**src/rtl/cpu_if_pkg.sv**
```systemverilog
// Shared types for the instruction-fetch stage.
// Fetch FSM states, bubble encoding and default reset PC.
package cpu_if_pkg;

    typedef enum logic [1:0] {
        S_BOOT,
        S_REQ,
        S_WAIT,
        S_HOLD
    } if_state_e;

    localparam logic [31:0] BUBBLE_INST  = 32'h0000_0000;
    localparam logic [31:0] DEF_RESET_PC = 32'h0000_0000;

endpackage

```
**src/rtl/if_skid_buf.sv**
```systemverilog
// One-entry {pc, inst} skid buffer for the fetch stage.
// Clear wins over load, load wins over drain.
module if_skid_buf #(
    parameter int ADDR_BITS = 32
) (
    input  logic                 clk,
    input  logic                 rstn,
    input  logic                 load,
    input  logic                 drain,
    input  logic                 clear,
    input  logic [ADDR_BITS-1:0] load_pc,
    input  logic [31:0]          load_inst,
    output logic                 valid,
    output logic [ADDR_BITS-1:0] pc,
    output logic [31:0]          inst
);

    always_ff @(posedge clk or negedge rstn) begin
        if (!rstn) begin
            valid <= 1'b0;
            pc    <= '0;
            inst  <= '0;
        end else if (clear) begin
            valid <= 1'b0;
        end else if (load) begin
            valid <= 1'b1;
            pc    <= load_pc;
            inst  <= load_inst;
        end else if (drain) begin
            valid <= 1'b0;
        end
    end

endmodule

```
**src/rtl/if_stage.sv**
```systemverilog
// RV32 instruction-fetch stage: PC, single-outstanding fetch, IF/ID register.
// Optional IF_PERF_EN adds fetch/kill event counters.
module if_stage
    import cpu_if_pkg::*;
#(
    parameter int                   ADDR_BITS = 32,
    parameter logic [ADDR_BITS-1:0] RESET_PC  = ADDR_BITS'(DEF_RESET_PC)
) (
    input  logic                 clk,
    input  logic                 rstn,
    input  logic                 stall_i,
    input  logic                 redirect_i,
    input  logic [ADDR_BITS-1:0] redirect_pc_i,
    output logic                 im_req_o,
    output logic [ADDR_BITS-1:0] im_addr_o,
    input  logic                 im_gnt_i,
    input  logic                 im_rvalid_i,
    input  logic [31:0]          im_rdata_i,
    output logic [ADDR_BITS-1:0] id_pc_o,
    output logic [31:0]          id_inst_o,
    output logic                 id_valid_o,
`ifdef IF_PERF_EN
    output logic                 if_wait_o,
    output logic [31:0]          perf_fetch_o,
    output logic [31:0]          perf_kill_o
`else
    output logic                 if_wait_o
`endif
);

    if_state_e            state;
    logic [ADDR_BITS-1:0] pc;
    logic [ADDR_BITS-1:0] fetch_pc;
    logic                 kill;

    logic                 take;
    logic                 accept;
    logic                 skid_load;
    logic                 skid_drain;
    logic                 skid_valid;
    logic [ADDR_BITS-1:0] skid_pc;
    logic [31:0]          skid_inst;

    assign take       = (state == S_WAIT) && im_rvalid_i;
    assign accept     = take && !kill && !redirect_i;
    assign skid_load  = accept && stall_i;
    assign skid_drain = (state == S_HOLD) && skid_valid
                        && !stall_i && !redirect_i;

    assign im_req_o  = (state == S_REQ);
    assign im_addr_o = {pc[ADDR_BITS-1:2], 2'b00};
    assign if_wait_o = (state == S_WAIT) && !im_rvalid_i;

    if_skid_buf #(
        .ADDR_BITS (ADDR_BITS)
    ) u_skid (
        .clk       (clk),
        .rstn      (rstn),
        .load      (skid_load),
        .drain     (skid_drain),
        .clear     (redirect_i),
        .load_pc   (fetch_pc),
        .load_inst (im_rdata_i),
        .valid     (skid_valid),
        .pc        (skid_pc),
        .inst      (skid_inst)
    );

    always_ff @(posedge clk or negedge rstn) begin
        if (!rstn) begin
            state      <= S_BOOT;
            pc         <= RESET_PC;
            fetch_pc   <= RESET_PC;
            kill       <= 1'b0;
            id_valid_o <= 1'b0;
            id_pc_o    <= RESET_PC;
            id_inst_o  <= BUBBLE_INST;
        end else if (redirect_i) begin
            pc         <= redirect_pc_i;
            id_valid_o <= 1'b0;
            id_inst_o  <= BUBBLE_INST;
            // A fetch still in flight must be drained before re-requesting
            if ((state == S_WAIT && !im_rvalid_i) ||
                (state == S_REQ && im_gnt_i)) begin
                kill  <= 1'b1;
                state <= S_WAIT;
            end else begin
                kill  <= 1'b0;
                state <= S_REQ;
            end
        end else begin
            unique case (state)
                S_BOOT: state <= S_REQ;
                S_REQ: begin
                    if (im_gnt_i) begin
                        fetch_pc <= pc;
                        state    <= S_WAIT;
                    end
                end
                S_WAIT: begin
                    if (im_rvalid_i) begin
                        kill  <= 1'b0;
                        state <= (!kill && stall_i) ? S_HOLD : S_REQ;
                        if (!kill) pc <= fetch_pc + ADDR_BITS'(4);
                    end
                end
                S_HOLD: begin
                    if (!stall_i) state <= S_REQ;
                end
            endcase

            // Decode consumes IF/ID whenever it is not stalled
            if (accept && !stall_i) begin
                id_valid_o <= 1'b1;
                id_pc_o    <= fetch_pc;
                id_inst_o  <= im_rdata_i;
            end else if (skid_drain) begin
                id_valid_o <= 1'b1;
                id_pc_o    <= skid_pc;
                id_inst_o  <= skid_inst;
            end else if (!stall_i) begin
                id_valid_o <= 1'b0;
                id_inst_o  <= BUBBLE_INST;
            end
        end
    end

`ifdef IF_PERF_EN
    always_ff @(posedge clk or negedge rstn) begin
        if (!rstn) begin
            perf_fetch_o <= '0;
            perf_kill_o  <= '0;
        end else begin
            if (accept) perf_fetch_o <= perf_fetch_o + 32'd1;
            if (take && !accept) perf_kill_o <= perf_kill_o + 32'd1;
        end
    end
`endif

endmodule

```
**config.mk**
```make
export PLATFORM = sky130hd
export DESIGN_NAME = if_stage
export DESIGN_NICKNAME = d
export VERILOG_FILES = /design/src/rtl/cpu_if_pkg.sv /design/src/rtl/if_skid_buf.sv /design/src/rtl/if_stage.sv
export SDC_FILE = /design/constraint.sdc
export NUM_CORES = 1
export LEC_CHECK = 0
export ABC_AREA = 1
export CORE_MARGIN = 2
export CORE_UTILIZATION = 55
export CTS_BUF_LIST = sky130_fd_sc_hd__clkbuf_8
export DETAILED_ROUTE_END_ITERATION = 7
export DONT_BUFFER_PORTS = 1
export HOLD_SLACK_MARGIN = 0.03
export PLACE_DENSITY = 0.78
export SYNTH_ARGS = -nofsm -noshare
export SYNTH_HDL_FRONTEND = slang
export SYNTH_SLANG_ARGS = --single-unit
```
**constraint.sdc**
```tcl
create_clock -name clk -period 2.3 [get_ports clk]
set_clock_uncertainty 0.2 [all_clocks]
set_input_delay 0.23 -clock clk [delete_from_list [all_inputs] [get_ports clk]]
set_output_delay 0.23 -clock clk [all_outputs]
set_load 0.02 [all_outputs]
```
==> flow_summary.ini <==
[outcome]
status = finished, violations left
violations = hold timing

[timing]
drv_slew = 0
period_minus_slack_ns = 2.12
tightest_slew_ns = 0.654
finalSetupTns_ns = 0
fmax_ghz = 0.471
hold_viol_final = 197
post-route-period-util = 0.923
relSlewSlack = 0.564
hold_ws_ns = -0.754
setup_violations = 0
fin_ws_ns = 0.177

[global_routing]
grt_pass1_wl_um = 38000
grt_overflow = 0
grt_pass1_vias = 7312
grt_usage = 0.272
grt_max_degree = 198
antenna_found_initial = 0

[setup_path]
rrSetupSlack_ns = 0.18
end_kind = register
cp-start-kind = register
crit_buf_inv = 3
cp_slowest_cell = dfrtp_1
crit_type = reg2reg
crit_chain = inv_1, ha_1, nand2_1, nor2_4, nand2_2, nor2_4, inv_4, buf_16, nand2_2, nor2_1, a21oi_1
cpPeakStageDelay_ns = 0.42
crit_family = simple AND/OR/NAND/NOR gates
worstPathRequired_ns = 2.51
cp.arrival_ns = 2.33
path_max_fanout = 41

[synthesis]
synth_fa_ha_area_frac = 0.00543
yosys.area.top_type = dfrtp_1
yosys_most_used_dff = dfrtp_1
netlist.area_leader.share = 0.535
synth-edff-count = 0
yosys.area_share.xor_xnor = 0.00380
ys_seq_area_frac = 0.535
avgSynthCellArea_um2 = 8.28
ys_types = 31
synth_area_mm2 = 0.00922
syn_inst = 1114
muxShareOfSynthArea = 0
ys_ff_latch = 197
async_reset_ff_frac = 1.00
synth_top_family_by_area = simple AND/OR/NAND/NOR gates
synth_compound_area_frac = 0.142
synth.area.top_cells = dfrtp_1, nand2_1, o21ai_0, nand3_1, nor2_1
ys_warn_count = 0
yosys.area_share.simple = 0.215

[finish]
synthToLayoutAreaGrowth_pct = 12.9
postLayoutCoreUtil = 0.632
layout-drive-gt1-share = 0.0546
fin_nets = 1214
antenna_cells = 0
final_cell_mix = nand2_1, dfrtp_1, o21ai_0
layout.cells.most_common = nand2_1
fin_area_mm2 = 0.0104
finalNonFillerCells = 1373

[clock_tree]
clock_latency_ns = 0.49
cts_tree = yes
htree_levels = 4
root_buffer = clkbuf_8
cts_buffers = 17
cts_sinks = 197
cts_hold_buf = 82
clockBufferDepth = 2
clk_pin_slew_ns = 0.11

[placed_design]
portBuffers = 0
pre_cts_ws_ns = 0.114
dp_hpwl_um = 15000
place_inst = 1256
dpl_cell_area_mm2 = 0.00911
place.gp.congestion = 0.929

[detailed_routing]
wl_um = 23900
drtIter0Drc = 651
first_pass_iters = 5
via_per_inst = 5.60
ant_nets = 0
wire_per_inst_um = 17.4
vias = 7686
drt_drc_violations_left = 0

[power]
ir_worst_vdd_v = 0.000506
power_density_mw_per_mm2 = 997
power.internal_mw = 6.20
power_switching_mw = 4.18
p_leak_nw = 4.92
combinationalPowerShare = 0.217
total_power_mw = 10.4
power_frac_clock = 0.221
p_sw_frac = 0.403
seqPwrFrac = 0.562

[die]
initial_utilization = 0.560
dieArea_mm2 = 0.0178
pin_count = 169
dieHeight_um = 133
die_x_um = 133
rows = 47
core_area_mm2 = 0.0165

[min_path]
hold_class = in2async

[flow_run]
maxCapViolCount = 0
==> flip-flops by register name (all words and copies together), names as in the netlist <==
| name | count |
|---|---|
| fetch_pc | 32 |
| id_inst_o | 32 |
| id_pc_o | 32 |
| id_valid_o | 1 |
| kill | 1 |
| pc | 32 |
| state | 2 |
| u_skid.inst | 32 |
| u_skid.pc | 32 |
| u_skid.valid | 1 |
==> worst register-to-register path: cells and delay by family, from the launching register on <==
| kind | cells | cell delay [ns] |
|---|---|---|
| simple gates | 6 | 0.75 |
| flops | 1 | 0.42 |
| buf+inv | 3 | 0.36 |
| fa+ha+maj | 1 | 0.19 |
| compound gates | 1 | 0.13 |
==> routing by layer <==
layer	track usage	share of wire
met5	0	0
met4	0.109	0.029
met3	0.0864	0.087
met2	0.421	0.47
met1	0.358	0.42
==> cell type report <==
type | count | area (um^2)
well taps | 220 | 275
repair buffers | 98 | 1000
flip-flops and latches | 197 | 4930
clock buffers | 17 | 234
clock inverters | 15 | 178
fillers | 1345 | 6050
inverters | 104 | 393
multi-input cells | 722 | 3400
==> cell usage after synthesis, types with 2 or more instances <==
library cell  count
o221ai_1          2
a22oi_1           2
buf_4            32
ha_1              4
nand4_1           2
dfrtp_1         197
nor2_1          117
and2_1            2
xor2_1            4
nor2_2            3
inv_1           100
o22ai_1          29
buf_6             4
o21ai_1           6
o21ai_0         130
o211ai_1         39
inv_2             4
nand3_1         104
a21oi_1          21
nand2_2           3
buf_2            17
clkbuf_1         35
nand2_1         246
buf_1             4
==> kinds of logic after synthesis <==
| group | after synthesis |
|---|---|
| AOI/OAI and AO/OA | 231 |
| xor gates and xnor gates | 4 |
| adders and majority gates | 4 |
| buffers and inverters | 196 |
| DFF | 197 |
| other | 1 |
| and+or+nand+nor | 481 |
==> power groups by stage <==
stage          logic (mW)  registers, mW  clock network (mW)
6_report             2.25           5.83                2.29
5_1_grt              2.58           5.97                2.44
4_1_cts              2.23           5.82                2.32
3_5_place_dp         2.09           5.87                   0
3_3_place_gp         1.99           5.85                   0
2_1_floorplan        1.94           5.42                   0
==> repair_timing <==
item / CTS / global route
gates resized for setup: 0 / 4
endpoints found under the hold margin: 309 / 197
setup endpoints to repair: 0 / 52
buffers inserted: 0 / 2
==> path summary, 6_finish.rpt <==
kind / from / endpoint / cells past startpoint
max: state[0] / id_pc_o[1] / 11
min: rstn / pc[27] / 0
max reg2reg: state[0] / id_pc_o[1] / 11
min reg2reg: u_skid.pc[6] / u_skid.pc[6] / 2
max in group asynchronous: rstn / pc[23] / 0
min in group clk: im_gnt_i / fetch_pc[1] / 4
(Power assumes the default switching activity.)
